**config.mk**
```make
export PLATFORM = sky130hd
export DESIGN_NAME = enemy_formation_ctrl_flat
export DESIGN_NICKNAME = d
export VERILOG_FILES = /design/src/rtl/enemy_formation_if.sv /design/src/rtl/enemy_formation_ctrl.sv /design/src/flat_wrapper.sv
export SDC_FILE = /design/constraint.sdc
export NUM_CORES = 1
export LEC_CHECK = 0
export CORE_UTILIZATION = 50
export CTS_BUF_LIST = sky130_fd_sc_hd__clkbuf_2 sky130_fd_sc_hd__clkbuf_4 sky130_fd_sc_hd__clkbuf_8
export CTS_CLUSTER_SIZE = 40
export DETAILED_ROUTE_END_ITERATION = 6
export PLACE_DENSITY = 0.7
export SYNTH_ARGS = -nofsm -noshare
export SYNTH_HDL_FRONTEND = slang
export SYNTH_SLANG_ARGS = --single-unit
```
**constraint.sdc**
```tcl
create_clock -name clk -period 9.8 [get_ports clk]
set_input_delay 1.47 -clock clk [delete_from_list [all_inputs] [get_ports clk]]
set_output_delay 1.47 -clock clk [all_outputs]
set_load 0.05 [all_outputs]
```
**src/rtl/enemy_formation_if.sv**
```systemverilog
// Pixel-pipeline bus between the enemy formation controller and its driver:
// frame/start/collision strobes and the VGA pixel in, draw data and wave status out.
interface enemy_formation_if #(
    parameter int NUM_ROWS = 3,
    parameter int NUM_COLS = 6
);
    localparam int N     = NUM_ROWS * NUM_COLS;
    localparam int IDX_W = (N > 1) ? $clog2(N) : 1;
    localparam int CNT_W = $clog2(N + 1);

    logic             startOfFrame;
    logic             start;
    logic             collision;
    logic [10:0]      pixelX;
    logic [10:0]      pixelY;
    logic             drawingRequest;
    logic [10:0]      offsetX;
    logic [10:0]      offsetY;
    logic [IDX_W-1:0] enemyIndex;
    logic [CNT_W-1:0] aliveCount;
    logic             cleared;
    logic             landed;

    modport master (
        output startOfFrame, start, collision, pixelX, pixelY,
        input  drawingRequest, offsetX, offsetY, enemyIndex, aliveCount, cleared, landed
    );

    modport slave (
        input  startOfFrame, start, collision, pixelX, pixelY,
        output drawingRequest, offsetX, offsetY, enemyIndex, aliveCount, cleared, landed
    );
endinterface

```
**src/rtl/enemy_formation_ctrl.sv**
```systemverilog
// Moves a NUM_ROWS x NUM_COLS enemy formation in fixed point once per frame,
// bounces and steps down at screen edges, tracks kills, and draws live enemies.
module enemy_formation_ctrl #(
    parameter int NUM_COLS               = 6,
    parameter int NUM_ROWS               = 3,
    parameter int INITIAL_X              = 40,
    parameter int INITIAL_Y              = 40,
    parameter int OBJECT_WIDTH_X         = 30,
    parameter int OBJECT_HEIGHT_Y        = 30,
    parameter int GAP_X                  = 10,
    parameter int GAP_Y                  = 10,
    parameter int X_SPEED                = 64,
    parameter int SPEEDUP_STEP           = 8,
    parameter int STEP_DOWN_Y            = 16,
    parameter int SCREEN_WIDTH           = 640,
    parameter int BOTTOM_LIMIT           = 440,
    parameter int FIXED_POINT_MULTIPLIER = 64
) (
    input logic              clk,
    input logic              reset,
    enemy_formation_if.slave bus
);

    localparam int N       = NUM_ROWS * NUM_COLS;
    localparam int IDX_W   = (N > 1) ? $clog2(N) : 1;
    localparam int CNT_W   = $clog2(N + 1);
    localparam int PITCH_X = OBJECT_WIDTH_X + GAP_X;
    localparam int PITCH_Y = OBJECT_HEIGHT_Y + GAP_Y;
    localparam int FPM     = FIXED_POINT_MULTIPLIER;

    localparam logic signed [31:0] X_RESET = 32'(INITIAL_X * FPM);
    localparam logic signed [31:0] Y_RESET = 32'(INITIAL_Y * FPM);

    localparam logic [1:0] ST_IDLE    = 2'd0;
    localparam logic [1:0] ST_MOVE    = 2'd1;
    localparam logic [1:0] ST_CLEARED = 2'd2;
    localparam logic [1:0] ST_LANDED  = 2'd3;

    logic [1:0]         state_q, state_d;
    logic signed [31:0] x_q, x_d;
    logic signed [31:0] y_q, y_d;
    logic               dir_left_q, dir_left_d;
    logic [N-1:0]       alive_q, alive_d;
    logic [CNT_W-1:0]   alive_cnt_q, alive_cnt_d;

    logic               draw_q, draw_d;
    logic [10:0]        off_x_q, off_x_d;
    logic [10:0]        off_y_q, off_y_d;
    logic [IDX_W-1:0]   idx_q, idx_d;

    // ------------------------------------------------------------------
    // Drawing: locate the pixel inside the formation grid
    // ------------------------------------------------------------------
    logic signed [31:0] pos_x_px, pos_y_px, rel_x, rel_y;
    logic               col_hit, row_hit;
    int                 col_sel, row_sel, in_x, in_y;
    logic [IDX_W-1:0]   flat_idx;

    assign pos_x_px = x_q / FPM;
    assign pos_y_px = y_q / FPM;
    assign rel_x    = $signed({{21{bus.pixelX[10]}}, bus.pixelX}) - pos_x_px;
    assign rel_y    = $signed({{21{bus.pixelY[10]}}, bus.pixelY}) - pos_y_px;

    // NOTE: every always_comb output gets a default first so no latch is inferred.
    always_comb begin
        col_hit = 1'b0;
        row_hit = 1'b0;
        col_sel = 0;
        row_sel = 0;
        in_x    = 0;
        in_y    = 0;
        // Range compares per column/row replace the division and modulo.
        for (int c = 0; c < NUM_COLS; c++) begin
            if (rel_x >= c * PITCH_X && rel_x < c * PITCH_X + OBJECT_WIDTH_X) begin
                col_hit = 1'b1;
                col_sel = c;
                in_x    = rel_x - c * PITCH_X;
            end
        end
        for (int r = 0; r < NUM_ROWS; r++) begin
            if (rel_y >= r * PITCH_Y && rel_y < r * PITCH_Y + OBJECT_HEIGHT_Y) begin
                row_hit = 1'b1;
                row_sel = r;
                in_y    = rel_y - r * PITCH_Y;
            end
        end
        flat_idx = IDX_W'(row_sel * NUM_COLS + col_sel);

        draw_d  = 1'b0;
        off_x_d = '0;
        off_y_d = '0;
        idx_d   = '0;
        if (col_hit && row_hit && alive_q[flat_idx]) begin
            draw_d  = 1'b1;
            off_x_d = 11'(in_x);
            off_y_d = 11'(in_y);
            idx_d   = flat_idx;
        end
    end

    // ------------------------------------------------------------------
    // Formation extent over live enemies only
    // ------------------------------------------------------------------
    logic [NUM_COLS-1:0] col_any;
    logic [NUM_ROWS-1:0] row_any;
    int                  l_col, r_col, b_row;

    always_comb begin
        col_any = '0;
        row_any = '0;
        for (int r = 0; r < NUM_ROWS; r++) begin
            for (int c = 0; c < NUM_COLS; c++) begin
                col_any[c] = col_any[c] | alive_q[r * NUM_COLS + c];
                row_any[r] = row_any[r] | alive_q[r * NUM_COLS + c];
            end
        end
        l_col = 0;
        r_col = 0;
        b_row = 0;
        for (int c = NUM_COLS - 1; c >= 0; c--) begin
            if (col_any[c]) l_col = c;
        end
        for (int c = 0; c < NUM_COLS; c++) begin
            if (col_any[c]) r_col = c;
        end
        for (int r = 0; r < NUM_ROWS; r++) begin
            if (row_any[r]) b_row = r;
        end
    end

    // ------------------------------------------------------------------
    // Motion and kill decode
    // ------------------------------------------------------------------
    logic signed [31:0] speed, x_next, y_step;
    logic               hit_right, hit_left, lands;
    logic               kill, last_kill;

    assign speed     = 32'(X_SPEED) + (32'(N) - 32'(alive_cnt_q)) * 32'(SPEEDUP_STEP);
    assign x_next    = dir_left_q ? (x_q - speed) : (x_q + speed);
    assign y_step    = y_q + 32'(STEP_DOWN_Y * FPM);
    assign hit_right = !dir_left_q &&
                       (x_next / FPM + r_col * PITCH_X + OBJECT_WIDTH_X > SCREEN_WIDTH);
    assign hit_left  = dir_left_q && (x_next / FPM + l_col * PITCH_X < 0);
    assign lands     = (y_step / FPM + b_row * PITCH_Y + OBJECT_HEIGHT_Y >= BOTTOM_LIMIT);

    // The alive check keeps a stale collision from decrementing the count twice.
    assign kill      = (state_q == ST_MOVE) && bus.collision && draw_q && alive_q[idx_q];
    assign last_kill = kill && (alive_cnt_q == CNT_W'(1));

    always_comb begin
        state_d     = state_q;
        x_d         = x_q;
        y_d         = y_q;
        dir_left_d  = dir_left_q;
        alive_d     = alive_q;
        alive_cnt_d = alive_cnt_q;

        case (state_q)
            ST_IDLE: begin
                if (bus.start) state_d = ST_MOVE;
            end
            ST_MOVE: begin
                if (kill) begin
                    alive_d[idx_q] = 1'b0;
                    alive_cnt_d    = alive_cnt_q - CNT_W'(1);
                end
                // Movement uses the pre-kill mask and speed on a shared edge.
                if (bus.startOfFrame) begin
                    if (hit_right || hit_left) begin
                        dir_left_d = !dir_left_q;
                        y_d        = y_step;
                        if (lands) state_d = ST_LANDED;
                    end else begin
                        x_d = x_next;
                    end
                end
                if (last_kill) state_d = ST_CLEARED;
            end
            ST_CLEARED, ST_LANDED: begin
                if (bus.start) begin
                    state_d     = ST_MOVE;
                    x_d         = X_RESET;
                    y_d         = Y_RESET;
                    dir_left_d  = 1'b0;
                    alive_d     = '1;
                    alive_cnt_d = CNT_W'(N);
                end
            end
            default: state_d = ST_IDLE;
        endcase
    end

    // NOTE: sequential state uses non-blocking assignments so every register
    // samples the pre-edge values regardless of statement order.
    always_ff @(posedge clk or posedge reset) begin
        if (reset) begin
            state_q     <= ST_IDLE;
            x_q         <= X_RESET;
            y_q         <= Y_RESET;
            dir_left_q  <= 1'b0;
            alive_q     <= '1;
            alive_cnt_q <= CNT_W'(N);
            draw_q      <= 1'b0;
            off_x_q     <= '0;
            off_y_q     <= '0;
            idx_q       <= '0;
        end else begin
            state_q     <= state_d;
            x_q         <= x_d;
            y_q         <= y_d;
            dir_left_q  <= dir_left_d;
            alive_q     <= alive_d;
            alive_cnt_q <= alive_cnt_d;
            draw_q      <= draw_d;
            off_x_q     <= off_x_d;
            off_y_q     <= off_y_d;
            idx_q       <= idx_d;
        end
    end

    assign bus.drawingRequest = draw_q;
    assign bus.offsetX        = off_x_q;
    assign bus.offsetY        = off_y_q;
    assign bus.enemyIndex     = idx_q;
    assign bus.aliveCount     = alive_cnt_q;
    assign bus.cleared        = (state_q == ST_CLEARED);
    assign bus.landed         = (state_q == ST_LANDED);

endmodule

```
**src/flat_wrapper.sv**
```systemverilog
// flat-port wrapper written by rule: the top's interface ports become plain ports
module enemy_formation_ctrl_flat 
#(
    parameter int NUM_COLS               = 6,
    parameter int NUM_ROWS               = 3,
    parameter int INITIAL_X              = 40,
    parameter int INITIAL_Y              = 40,
    parameter int OBJECT_WIDTH_X         = 30,
    parameter int OBJECT_HEIGHT_Y        = 30,
    parameter int GAP_X                  = 10,
    parameter int GAP_Y                  = 10,
    parameter int X_SPEED                = 64,
    parameter int SPEEDUP_STEP           = 8,
    parameter int STEP_DOWN_Y            = 16,
    parameter int SCREEN_WIDTH           = 640,
    parameter int BOTTOM_LIMIT           = 440,
    parameter int FIXED_POINT_MULTIPLIER = 64
)
  (clk, reset, bus_startOfFrame, bus_start, bus_collision, bus_pixelX, bus_pixelY, bus_drawingRequest, bus_offsetX, bus_offsetY, bus_enemyIndex, bus_aliveCount, bus_cleared, bus_landed);
  enemy_formation_if #(.NUM_ROWS(NUM_ROWS), .NUM_COLS(NUM_COLS)) bus_i ();
  input logic clk;
  input logic reset;
  input wire logic [$bits(bus_i.startOfFrame)-1:0] bus_startOfFrame;
  input wire logic [$bits(bus_i.start)-1:0] bus_start;
  input wire logic [$bits(bus_i.collision)-1:0] bus_collision;
  input wire logic [$bits(bus_i.pixelX)-1:0] bus_pixelX;
  input wire logic [$bits(bus_i.pixelY)-1:0] bus_pixelY;
  output wire logic [$bits(bus_i.drawingRequest)-1:0] bus_drawingRequest;
  output wire logic [$bits(bus_i.offsetX)-1:0] bus_offsetX;
  output wire logic [$bits(bus_i.offsetY)-1:0] bus_offsetY;
  output wire logic [$bits(bus_i.enemyIndex)-1:0] bus_enemyIndex;
  output wire logic [$bits(bus_i.aliveCount)-1:0] bus_aliveCount;
  output wire logic [$bits(bus_i.cleared)-1:0] bus_cleared;
  output wire logic [$bits(bus_i.landed)-1:0] bus_landed;
  assign bus_i.startOfFrame = bus_startOfFrame;
  assign bus_i.start = bus_start;
  assign bus_i.collision = bus_collision;
  assign bus_i.pixelX = bus_pixelX;
  assign bus_i.pixelY = bus_pixelY;
  assign bus_drawingRequest = bus_i.drawingRequest;
  assign bus_offsetX = bus_i.offsetX;
  assign bus_offsetY = bus_i.offsetY;
  assign bus_enemyIndex = bus_i.enemyIndex;
  assign bus_aliveCount = bus_i.aliveCount;
  assign bus_cleared = bus_i.cleared;
  assign bus_landed = bus_i.landed;
  enemy_formation_ctrl #(.NUM_COLS(NUM_COLS), .NUM_ROWS(NUM_ROWS), .INITIAL_X(INITIAL_X), .INITIAL_Y(INITIAL_Y), .OBJECT_WIDTH_X(OBJECT_WIDTH_X), .OBJECT_HEIGHT_Y(OBJECT_HEIGHT_Y), .GAP_X(GAP_X), .GAP_Y(GAP_Y), .X_SPEED(X_SPEED), .SPEEDUP_STEP(SPEEDUP_STEP), .STEP_DOWN_Y(STEP_DOWN_Y), .SCREEN_WIDTH(SCREEN_WIDTH), .BOTTOM_LIMIT(BOTTOM_LIMIT), .FIXED_POINT_MULTIPLIER(FIXED_POINT_MULTIPLIER)) u_core (.clk(clk), .reset(reset), .bus(bus_i));
endmodule
```
==> results of run 1 <==
[synthesized netlist by cell type, drive strengths merged, types with 18 or more instances]
master / number / area, µm²
mux2i: 42 / 420.4
xnor2: 68 / 595.6
nor2: 156 / 595.6
buf: 25 / 168.9
or2: 20 / 125.1
a211oi: 27 / 212.7
a31oi: 21 / 131.4
o211ai: 18 / 135.1
nor3: 59 / 311.5
dfrtp: 82 / 2052
nand3: 49 / 245.2
and3: 22 / 137.6
o21ai: 116 / 580.6
clkbuf: 55 / 206.5
dfstp: 24 / 630.6
ha: 195 / 2440
inv: 191 / 716.9
nand2: 175 / 656.9
xor2: 43 / 376.6
nand4: 44 / 275.3
a21o: 59 / 442.9
mux2: 28 / 315.3
or3: 26 / 162.7
a21oi: 173 / 918.4
[metrics by stage]
step / TNS (ns) / hold slack [ns] / power, mW / cell area (µm²) / util [%]
floorplan: 0 / 0.4562 / 1.862 / 15180 / -
global placement: 0 / 0.4735 / 2.285 / 16160 / 54.38
detailed placement: -0.04867 / 0.4840 / 2.336 / 16160 / 54.38
CTS: 0 / 0.5027 / 2.661 / 16390 / 55.15
global route: -0.1165 / 0.5216 / 2.912 / 16550 / 55.68
finish: 0 / 0.4987 / 2.707 / 16550 / 55.68
[cell families after synthesis]
| logic type | synth area share, % |
|---|---|
| other | 0.04951 |
| XOR/XNOR | 6.409 |
| buffers and inverters | 7.226 |
| adder cells (fa/ha/maj) | 16.81 |
| flip-flops | 17.69 |
| AO/OA/AOI/OAI | 23.23 |
| AND/OR/NAND/NOR | 22.55 |
| multiplexers | 6.038 |
[power breakdown]
part           leakage, nW  switching, mW  internal, mW
combinational         6.23           1.17         0.745
clock                0.110          0.202         0.108
sequential            1.32         0.0214         0.459
total                 7.66           1.39          1.31
[routing by layer]
layer / global-route usage, % / wire, µm / vias to the layer above
li1: - / - / 7192
met1: 36.02 / 19110 / 6929
met2: 45.57 / 19990 / 489
met4: 10.72 / 1396 / 0
met3: 3.295 / 2433 / 90
met5: 0 / 0 / -
[final cells by class]
class / count / area, µm² / share of cell area [%]
well taps: 390 / 488.0 / 2.949
clock buffers: 9 / 123.9 / 0.7486
repair buffers: 105 / 957.2 / 5.785
inverters: 192 / 723.2 / 4.371
clock inverters: 7 / 93.84 / 0.5671
multi-input cells: 1607 / 11480 / 69.37
flip-flops and latches: 106 / 2683 / 16.21
[worst max path at each step]
stage                                               from                              end  slack, ns  cells past startpoint
floorplan           u_core.bus.aliveCount[2]$_DFFE_PP0P_       u_core.y_q[14]$_DFFE_PP0P_       0.84                     42
global placement                           bus_pixelX[0]  u_core.bus.offsetX[4]$_DFF_PP0_       0.34                     25
detailed placement  u_core.bus.aliveCount[1]$_DFFE_PP1P_        u_core.x_q[7]$_DFFE_PP0P_      -0.05                     40
CTS                 u_core.bus.aliveCount[1]$_DFFE_PP1P_       u_core.x_q[27]$_DFFE_PP0P_       0.03                     39
global route        u_core.bus.aliveCount[1]$_DFFE_PP1P_    u_core.dir_left_q$_DFFE_PP0P_      -0.04                     44
finish              u_core.bus.aliveCount[1]$_DFFE_PP1P_       u_core.x_q[14]$_DFFE_PP0P_       0.55                     42
[critical path: cells and delay by family, from the launching register on]
family / cells / cell delay (ns)
AO/OA/AOI/OAI: 18 / 3.68
XOR/XNOR: 3 / 0.61
adder cells (fa/ha/maj): 7 / 1.82
buffers and inverters: 2 / 0.26
flip-flops: 1 / 0.62
multiplexers: 1 / 0.33
AND/OR/NAND/NOR: 11 / 1.81
[flip-flops by register name (all words and copies together), names as in the netlist]
signal                     flops
u_core.bus.offsetX            11
u_core.bus.enemyIndex          5
u_core.y_q                    23
u_core.x_q                    29
u_core.bus.aliveCount          5
u_core.bus.offsetY            11
u_core.state_q                 2
u_core.alive_q                18
u_core.bus.drawingRequest      1
u_core.dir_left_q              1
[repair_timing]
action	in CTS	in global routing
setup endpoints to repair	6	53
buffers inserted	0	11
pin swaps	1	5
resized for setup	0	12
cloned	1	0
==> out/results.tsv, run 1 <==
metric	value	unit
finalCriticalPeriod	9.249	ns
cp_slowest_cell	dfstp_2	
period_share	94.38	%
synth_edf_count	0	
wire_per_inst	17.77	µm
routed_wl	42920	µm
postLayoutSetupSlackWorst	0.5510	ns
r2r_slack	0.55	ns
slowest_delay	0.62	ns
power.leakage	7.663	nW
htreeDepth	3	
cp-end-kind	flip-flop	
p_per_area	163.6	nW/µm²
tightest_slew	1.092	ns
max-vdd-ir-drop	0.0001745	V
cts_hold_buf	0	
overflow	0	
path_common_cell	ha_1	
report.final.slew_viol_count	0	
status	complete, no violations	
grtUsageTotal	27.38	%
antenna_found_initial	0	
reg2regPathDepth	42	
fmax	108.1	MHz
first_pass_iters	5	
crit_type	flip-flop to flip-flop	
postSynthAreaPerCell	7.653	µm²
io_pins	62	
dieArea	31040	µm²
ctsLongestPathBuffers	2	
drt-vias-per-instance	6.084	
initial_core_util	51.04	%
hp-start	u_core.y_q[9]$_DFFE_PP1P_	
cts-root-buf	clkbuf_8	
cts.sinks	106	
hold_path.class	flip-flop to flip-flop	
die_height	176.2	µm
path_max_fanout	9	
grt_max_degree	58	
cap_violations	0	
min_to	u_core.y_q[9]$_DFFE_PP1P_	
final_cell_mix	ha_1 (194), inv_1 (189), nand2_1 (175)	
critPathArrivalTime	9.55	ns
antenna_cells	0	
place_congestion	0.9601	
synth_cells	1982	
num_rows	63	
ys_ff_latch	106	
yosysSeqAreaShare	17.69	%
slew_headroom	27.11	%
holdPathStages	2	
ant_nets	0	
fillerInstances	2755	
core_area	29720	µm²
crit_required	10.10	ns
synth_area	15170	µm²
area.growth.synth_to_final	9.090	%
fin_nets	2248	
grt_pass1_wl	68690	µm
synthFlopType	dfrtp_1	
fp.dieW	176.2	µm
dp.cells	2388	
drc	0	
cts_tree	done	
dr_total_vias	14700	
worst_r2r_endpoint	u_core.x_q[14]$_DFFE_PP0P_	
setup_viol	0	
clock_latency	0.42	ns
path_clk_slew	0.13	ns
post-place-ws	-0.04867	ns
drive_gt1_share	8.342	%
dp_hpwl	33510	µm
hold_viol_final	0	
async_reset_ff_share	100.0	%
grt_pass1_vias	13571	
worst_clock_skew	0.02300	ns
regToRegStartpoint	u_core.bus.aliveCount[1]$_DFFE_PP1P_	
numPortBuffers	61	
yosysWarningCount	0	
ys_types	103	
stdcell_count	2416	
first_iter_violations	851	
start_kind	flip-flop	
numCtsBuffers	9	
layout_commonest_cell	ha_1	
(Power assumes the default switching activity.)
==> inputs of run 2 (changes only) <==
--- a/config.mk
+++ b/config.mk
@@ -9,7 +9,7 @@
 export CTS_BUF_LIST = sky130_fd_sc_hd__clkbuf_2 sky130_fd_sc_hd__clkbuf_4 sky130_fd_sc_hd__clkbuf_8
 export CTS_CLUSTER_SIZE = 40
 export DETAILED_ROUTE_END_ITERATION = 6
-export PLACE_DENSITY = 0.7
+export PLACE_DENSITY = 0.72
 export SYNTH_ARGS = -nofsm -noshare
 export SYNTH_HDL_FRONTEND = slang
 export SYNTH_SLANG_ARGS = --single-unit
==> constraint.sdc (replaced) <==
create_clock -name clk -period 8.25 [get_ports clk]
set_input_delay 1.2375 -clock clk [delete_from_list [all_inputs] [get_ports clk]]
set_output_delay 1.2375 -clock clk [all_outputs]
set_load 0.05 [all_outputs]
==> out/results.tsv, run 2 (synthesis gave the netlist of run 1 again) <==
metric	value	unit	change
cp-end-kind	flip-flop		
grtUsageTotal	28.01	%	+0.62 points
r2r_slack	-0.22	ns	-0.77 ns
initial_core_util	51.04	%	unchanged
numCtsBuffers	9		unchanged
report.final.slew_viol_count	0		unchanged
grt_pass1_vias	14179		+4.5%
slowest_delay	0.52	ns	-0.10 ns
finalCriticalPeriod	8.465	ns	-0.7836 ns
place_congestion	0.9365		-2.5%
dp_hpwl	34140	µm	+1.9%
final_cell_mix	inv_1 (185), ha_1 (185), nand2_1 (168)		
hp-start	u_core.y_q[9]$_DFFE_PP1P_		
hold_path.class	flip-flop to flip-flop		
num_rows	63		unchanged
period_share	102.6	%	+8.2 points
worst_r2r_endpoint	u_core.x_q[27]$_DFFE_PP0P_		
crit_type	flip-flop to flip-flop		
holdPathStages	2		unchanged
cts.sinks	106		unchanged
ctsLongestPathBuffers	2		unchanged
path_max_fanout	8		-1
htreeDepth	3		unchanged
dieArea	31040	µm²	unchanged
die_height	176.2	µm	unchanged
max-vdd-ir-drop	0.0002827	V	+62%
worst_clock_skew	0.02257	ns	-0.0004350 ns
cts-root-buf	clkbuf_8		
drive_gt1_share	16.78	%	+8.4 points
fmax	118.1	MHz	+9.3%
final_cell_area	17950	µm²	+8.5%
overflow	0		unchanged
dr_total_vias	15166		+3.2%
ant_nets	0		unchanged
fp.dieW	176.2	µm	unchanged
clock_latency	0.42	ns	about the same
antenna_cells	0		unchanged
status	complete, but fails checks		
numPortBuffers	61		unchanged
power.leakage	8.379	nW	+9.3%
grt_max_degree	67		+16%
cts_tree	done		
setup_viol	46		+46
cp_slowest_cell	dfstp_4		
fin_nets	2356		+4.8%
max_flop_register	u_core.x_q		
power	3.538	mW	+31%
reg2regPathDepth	42		unchanged
first_iter_violations	1339		+57%
start_kind	flip-flop		
hold_viol_final	0		unchanged
dp.cells	2485		+4.1%
slew_headroom	38.63	%	+12 points
tightest_slew	0.9140	ns	-0.1778 ns
wire_per_inst	17.61	µm	-0.90%
drt-vias-per-instance	6.009		-1.2%
dpl_cell_area	16990	µm²	+5.1%
rsz0062_at_grt	yes		
p_per_area	197.1	nW/µm²	+20%
antenna_found_initial	0		unchanged
routed_wl	44440	µm	+3.5%
cts_hold_buf	0		unchanged
first_pass_iters	7		+2
drc	3		+3
postLayoutSetupSlackWorst	-0.2154	ns	-0.7664 ns
post-route-util	60.39	%	+4.7 points
min_to	u_core.y_q[9]$_DFFE_PP1P_		
critPathArrivalTime	8.77	ns	-0.78 ns
cap_violations	0		unchanged
core_area	29720	µm²	unchanged
regToRegStartpoint	u_core.bus.aliveCount[1]$_DFFE_PP1P_		
violations	design-rule violations, negative setup slack		
area.growth.synth_to_final	18.32	%	
holdWs	0.4994	ns	+0.0007520 ns
path_clk_slew	0.13	ns	about the same
stdcell_count	2524		+4.5%
grt_pass1_wl	70950	µm	+3.3%
fillerInstances	2651		-3.8%
io_pins	62		unchanged
largest_register_ffs	29		unchanged
top_regs	u_core.x_q: 29 flops, u_core.y_q: 23 flops, u_core.alive_q: 18 flops		
crit_required	8.55	ns	-1.55 ns
run 2: worst max path at each step:
stage                                                    start                          to  slack [ns]
final                     u_core.bus.aliveCount[1]$_DFFE_PP1P_  u_core.x_q[27]$_DFFE_PP0P_       -0.22
after global routing      u_core.bus.aliveCount[1]$_DFFE_PP1P_  u_core.x_q[16]$_DFFE_PP0P_       -0.53
after CTS                 u_core.bus.aliveCount[1]$_DFFE_PP1P_  u_core.x_q[12]$_DFFE_PP0P_      0.0002
after detailed placement  u_core.bus.aliveCount[1]$_DFFE_PP1P_  u_core.x_q[29]$_DFFE_PP0P_       -0.21
after global placement    u_core.bus.aliveCount[1]$_DFFE_PP1P_  u_core.x_q[29]$_DFFE_PP0P_       -0.03
after floorplan           u_core.bus.aliveCount[1]$_DFFE_PP1P_  u_core.y_q[14]$_DFFE_PP0P_        0.01
run 2: cell type report:
cell class | instances | area, µm² | share of cell area [%]
Sequential cell | 106 | 2689 | 14.98
Multi-Input combinational cell | 1606 | 11980 | 66.75
Inverter | 192 | 725.7 | 4.044
Timing Repair Buffer | 214 | 1872 | 10.43
Tap cell | 390 | 488.0 | 2.719
Clock inverter | 7 | 68.82 | 0.3834
Clock buffer | 9 | 123.9 | 0.6902
run 2: power by group:
group / internal, mW / switching, mW
clock network: 0.119 / 0.230
logic: 1.11 / 1.51
registers: 0.545 / 0.0272
run 2: timing repair:
action | in CTS | in global routing
pin swaps | 8 | 43
cloned | 1 | 2
gates resized for setup | 23 | 90
hold endpoints to repair | 0 | 0
setup buffers | 3 | 20
endpoints found under the setup margin | 53 | 80
run 2: metrics by stage:
stage	setup TNS, ns	setup WS (ns)
2_1_floorplan	0	0.01410
3_3_place_gp	-0.3724	-0.02970
3_5_place_dp	-9.646	-0.2127
4_1_cts	0	0.0002425
5_1_grt	-22.72	-0.5340
6_report	-5.429	-0.2154
run 2: critical path, delay by kind of cell, from the launching register on:
kind            cells  cell delay (ns)
mux                 1             0.33
compound gates     13             2.27
fa+ha+maj           7             1.72
simple gates       15             2.55
buf+inv             2             0.24
xor+xnor            4             0.69
flops               1             0.52
run 2: metal layers:
metal  wire length [µm]  track usage (%)  vias to the layer above
li1                   -                -                     7411
met1              19790            37.93                     7162
met2              20880            46.18                      523
met3               2455            2.799                       70
met4               1313            9.928                        0
met5                  0                0                        -
==> inputs of run 3 (changes only) <==
--- a/config.mk
+++ b/config.mk
@@ -9,7 +9,7 @@
 export CTS_BUF_LIST = sky130_fd_sc_hd__clkbuf_2 sky130_fd_sc_hd__clkbuf_4 sky130_fd_sc_hd__clkbuf_8
 export CTS_CLUSTER_SIZE = 40
 export DETAILED_ROUTE_END_ITERATION = 6
-export PLACE_DENSITY = 0.72
+export PLACE_DENSITY = 0.7
 export SYNTH_ARGS = -nofsm -noshare
 export SYNTH_HDL_FRONTEND = slang
 export SYNTH_SLANG_ARGS = --single-unit
==> constraint.sdc (replaced) <==
create_clock -name clk -period 10.6 [get_ports clk]
set_input_delay 1.59 -clock clk [delete_from_list [all_inputs] [get_ports clk]]
set_output_delay 1.59 -clock clk [all_outputs]
set_load 0.05 [all_outputs]
==> out/results.tsv, run 3 (synthesis gave the netlist of run 1 again) <==
metric	value	unit	change
report.final.slew_viol_count	0		unchanged
drc	0		-3
top_regs	u_core.x_q: 29 flops, u_core.y_q: 23 flops, u_core.alive_q: 18 flops		
rsz0062_at_grt	no		
post-route-util	54.77	%	-5.6 points
finalCriticalPeriod	9.726	ns	+1.260 ns
grt_pass1_wl	68210	µm	-3.9%
place_congestion	0.9837		+5.0%
min_to	u_core.y_q[9]$_DFFE_PP1P_		
clock_latency	0.41	ns	about the same
cts_hold_buf	0		unchanged
postLayoutSetupSlackWorst	0.8742	ns	+1.090 ns
area.growth.synth_to_final	7.300	%	
cts-resized-gates	0		-100%
worst_clock_skew	0.03821	ns	+0.01564 ns
numCtsBuffers	9		unchanged
ant_nets	0		unchanged
clockPowerShare	11.6	%	+1.7 points
routed_wl	41710	µm	-6.1%
fin_nets	2217		-5.9%
first_pass_iters	5		-2
cts.sinks	106		unchanged
tightest_slew	0.8612	ns	-0.05278 ns
crit_required	10.89	ns	+2.34 ns
grt_max_degree	59		-12%
critPathArrivalTime	10.01	ns	+1.24 ns
drt-vias-per-instance	6.088		+1.3%
path_common_cell	ha_1		
setup_viol	0		-100%
core_area	29720	µm²	unchanged
hold_path.class	flip-flop to flip-flop		
dp_hpwl	33230	µm	-2.7%
worst_r2r_endpoint	u_core.x_q[30]$_DFFE_PP0P_		
antenna_cells	0		unchanged
fp.dieW	176.2	µm	unchanged
crit_type	flip-flop to flip-flop		
path_clk_slew	0.13	ns	about the same
p_per_area	149.7	nW/µm²	-24%
holdWs	0.4877	ns	-0.01171 ns
htreeDepth	3		unchanged
intPower	1.176	mW	-34%
status	complete, no violations		
max-vdd-ir-drop	0.0001703	V	-40%
post-place-ws	0.4593	ns	+0.6720 ns
layout_commonest_cell	ha_1		
cts_tree	done		
grtUsageTotal	27.00	%	-1.0 points
slew_headroom	42.33	%	+3.7 points
period_share	91.75	%	-11 points
start_kind	flip-flop		
hold_viol_final	0		unchanged
grt_pass1_vias	13552		-4.4%
final_cell_area	16280	µm²	-9.3%
wire_per_inst	17.49	µm	-0.67%
cts-root-buf	clkbuf_8		
postCtsSetupBuffers	0		-3
dieArea	31040	µm²	unchanged
first_iter_violations	989		-26%
path_max_fanout	29		+21
power.leakage	7.485	nW	-11%
cap_violations	0		unchanged
ctsLongestPathBuffers	2		unchanged
dr_total_vias	14521		-4.3%
regToRegStartpoint	u_core.bus.aliveCount[0]$_DFFE_PP0P_		
r2r_slack	0.87	ns	+1.09 ns
io_pins	62		unchanged
dpl_cell_area	16020	µm²	-5.7%
drive_gt1_share	6.917	%	-9.9 points
final_cell_mix	ha_1 (193), inv_1 (189), nand2_1 (175)		
slowest_delay	0.50	ns	-0.02 ns
antenna_found_initial	0		unchanged
power_frac_comb	70.1	%	-3.9 points
tns	0	ns	+5.429 ns
swShare	51.72	%	+1.9 points
cp-end-kind	flip-flop		
p_seq_share	18.3	%	+2.1 points
switchingPower	1.260	mW	-29%
cp_slowest_cell	dfrtp_1		
num_rows	63		unchanged
die_height	176.2	µm	unchanged
max_flop_register	u_core.x_q		
holdPathStages	2		unchanged
initial_core_util	51.04	%	unchanged
fmax	102.8	MHz	-13%
largest_register_ffs	29		unchanged
reg2regPathDepth	40		-4.8%
overflow	0		unchanged
numPortBuffers	61		unchanged
hp-start	u_core.y_q[9]$_DFFE_PP1P_		
-- run 3: cell types whose count changed in the layout (fill, tap and decap cells not counted), sizes merged --
cell / before / now
clkbuf: 11 / 9
buf: 151 / 14
clkinv: 3 / 4
clkinvlp: 1 / 0
-- run 3: per-stage QoR --
step / instances / total power [mW]
after detailed placement: 2369 / 2.118
after floorplan: 1984 / 1.722
after CTS: 2385 / 2.408
final: 2385 / 2.436
after global routing: 2385 / 2.648
after global placement: 2369 / 2.075
-- run 3: layout make-up --
| cell class | count | area, µm² |
|---|---|---|
| Clock buffer | 9 | 123.9 |
| Clock inverter | 7 | 91.34 |
| Inverter | 192 | 723.2 |
| Sequential cell | 106 | 2683 |
| Timing Repair Buffer | 75 | 719.4 |
| Multi-Input combinational cell | 1606 | 11450 |
| Fill cell | 2814 | 13440 |
| Tap cell | 390 | 488.0 |
-- run 3: power groups by stage --
stage,Clock (mW),Sequential [mW],Combinational (mW)
2_1_floorplan,0,0.442,1.28
3_3_place_gp,0,0.452,1.62
3_5_place_dp,0,0.452,1.67
4_1_cts,0.288,0.445,1.67
5_1_grt,0.303,0.447,1.90
6_report,0.283,0.445,1.71
-- run 3: how the worst max path moves through the flow --
stage / start / to / slack, ns / cells past startpoint
floorplan: u_core.bus.aliveCount[2]$_DFFE_PP0P_ / u_core.y_q[14]$_DFFE_PP0P_ / 1.64 / 42
global placement: u_core.bus.aliveCount[0]$_DFFE_PP0P_ / u_core.x_q[20]$_DFFE_PP0P_ / 0.87 / 39
detailed placement: u_core.bus.aliveCount[0]$_DFFE_PP0P_ / u_core.x_q[30]$_DFFE_PP0P_ / 0.46 / 39
CTS: u_core.bus.aliveCount[0]$_DFFE_PP0P_ / u_core.x_q[30]$_DFFE_PP0P_ / 0.41 / 39
global route: u_core.bus.aliveCount[0]$_DFFE_PP0P_ / u_core.x_q[21]$_DFFE_PP0P_ / 0.10 / 43
finish: u_core.bus.aliveCount[0]$_DFFE_PP0P_ / u_core.x_q[30]$_DFFE_PP0P_ / 0.87 / 40
-- run 3: per-layer routing --
layer / share of wire, % / global-route usage [%] / wire, µm
met3: 4.8 / 2.735 / 1987
met2: 46 / 45.05 / 19200
met4: 4.2 / 11.27 / 1735
met5: 0 / 0 / 0
met1: 45 / 35.48 / 18780
-- run 3: critical path: cells and delay by family (launching register included) --
kind / cells / cell delay (ns)
AO/OA/AOI/OAI: 11 / 2.44
adder cells (fa/ha/maj): 8 / 2.30
multiplexers: 1 / 0.37
AND/OR/NAND/NOR: 15 / 3.12
flip-flops: 1 / 0.50
XOR/XNOR: 3 / 0.52
buffers and inverters: 2 / 0.35
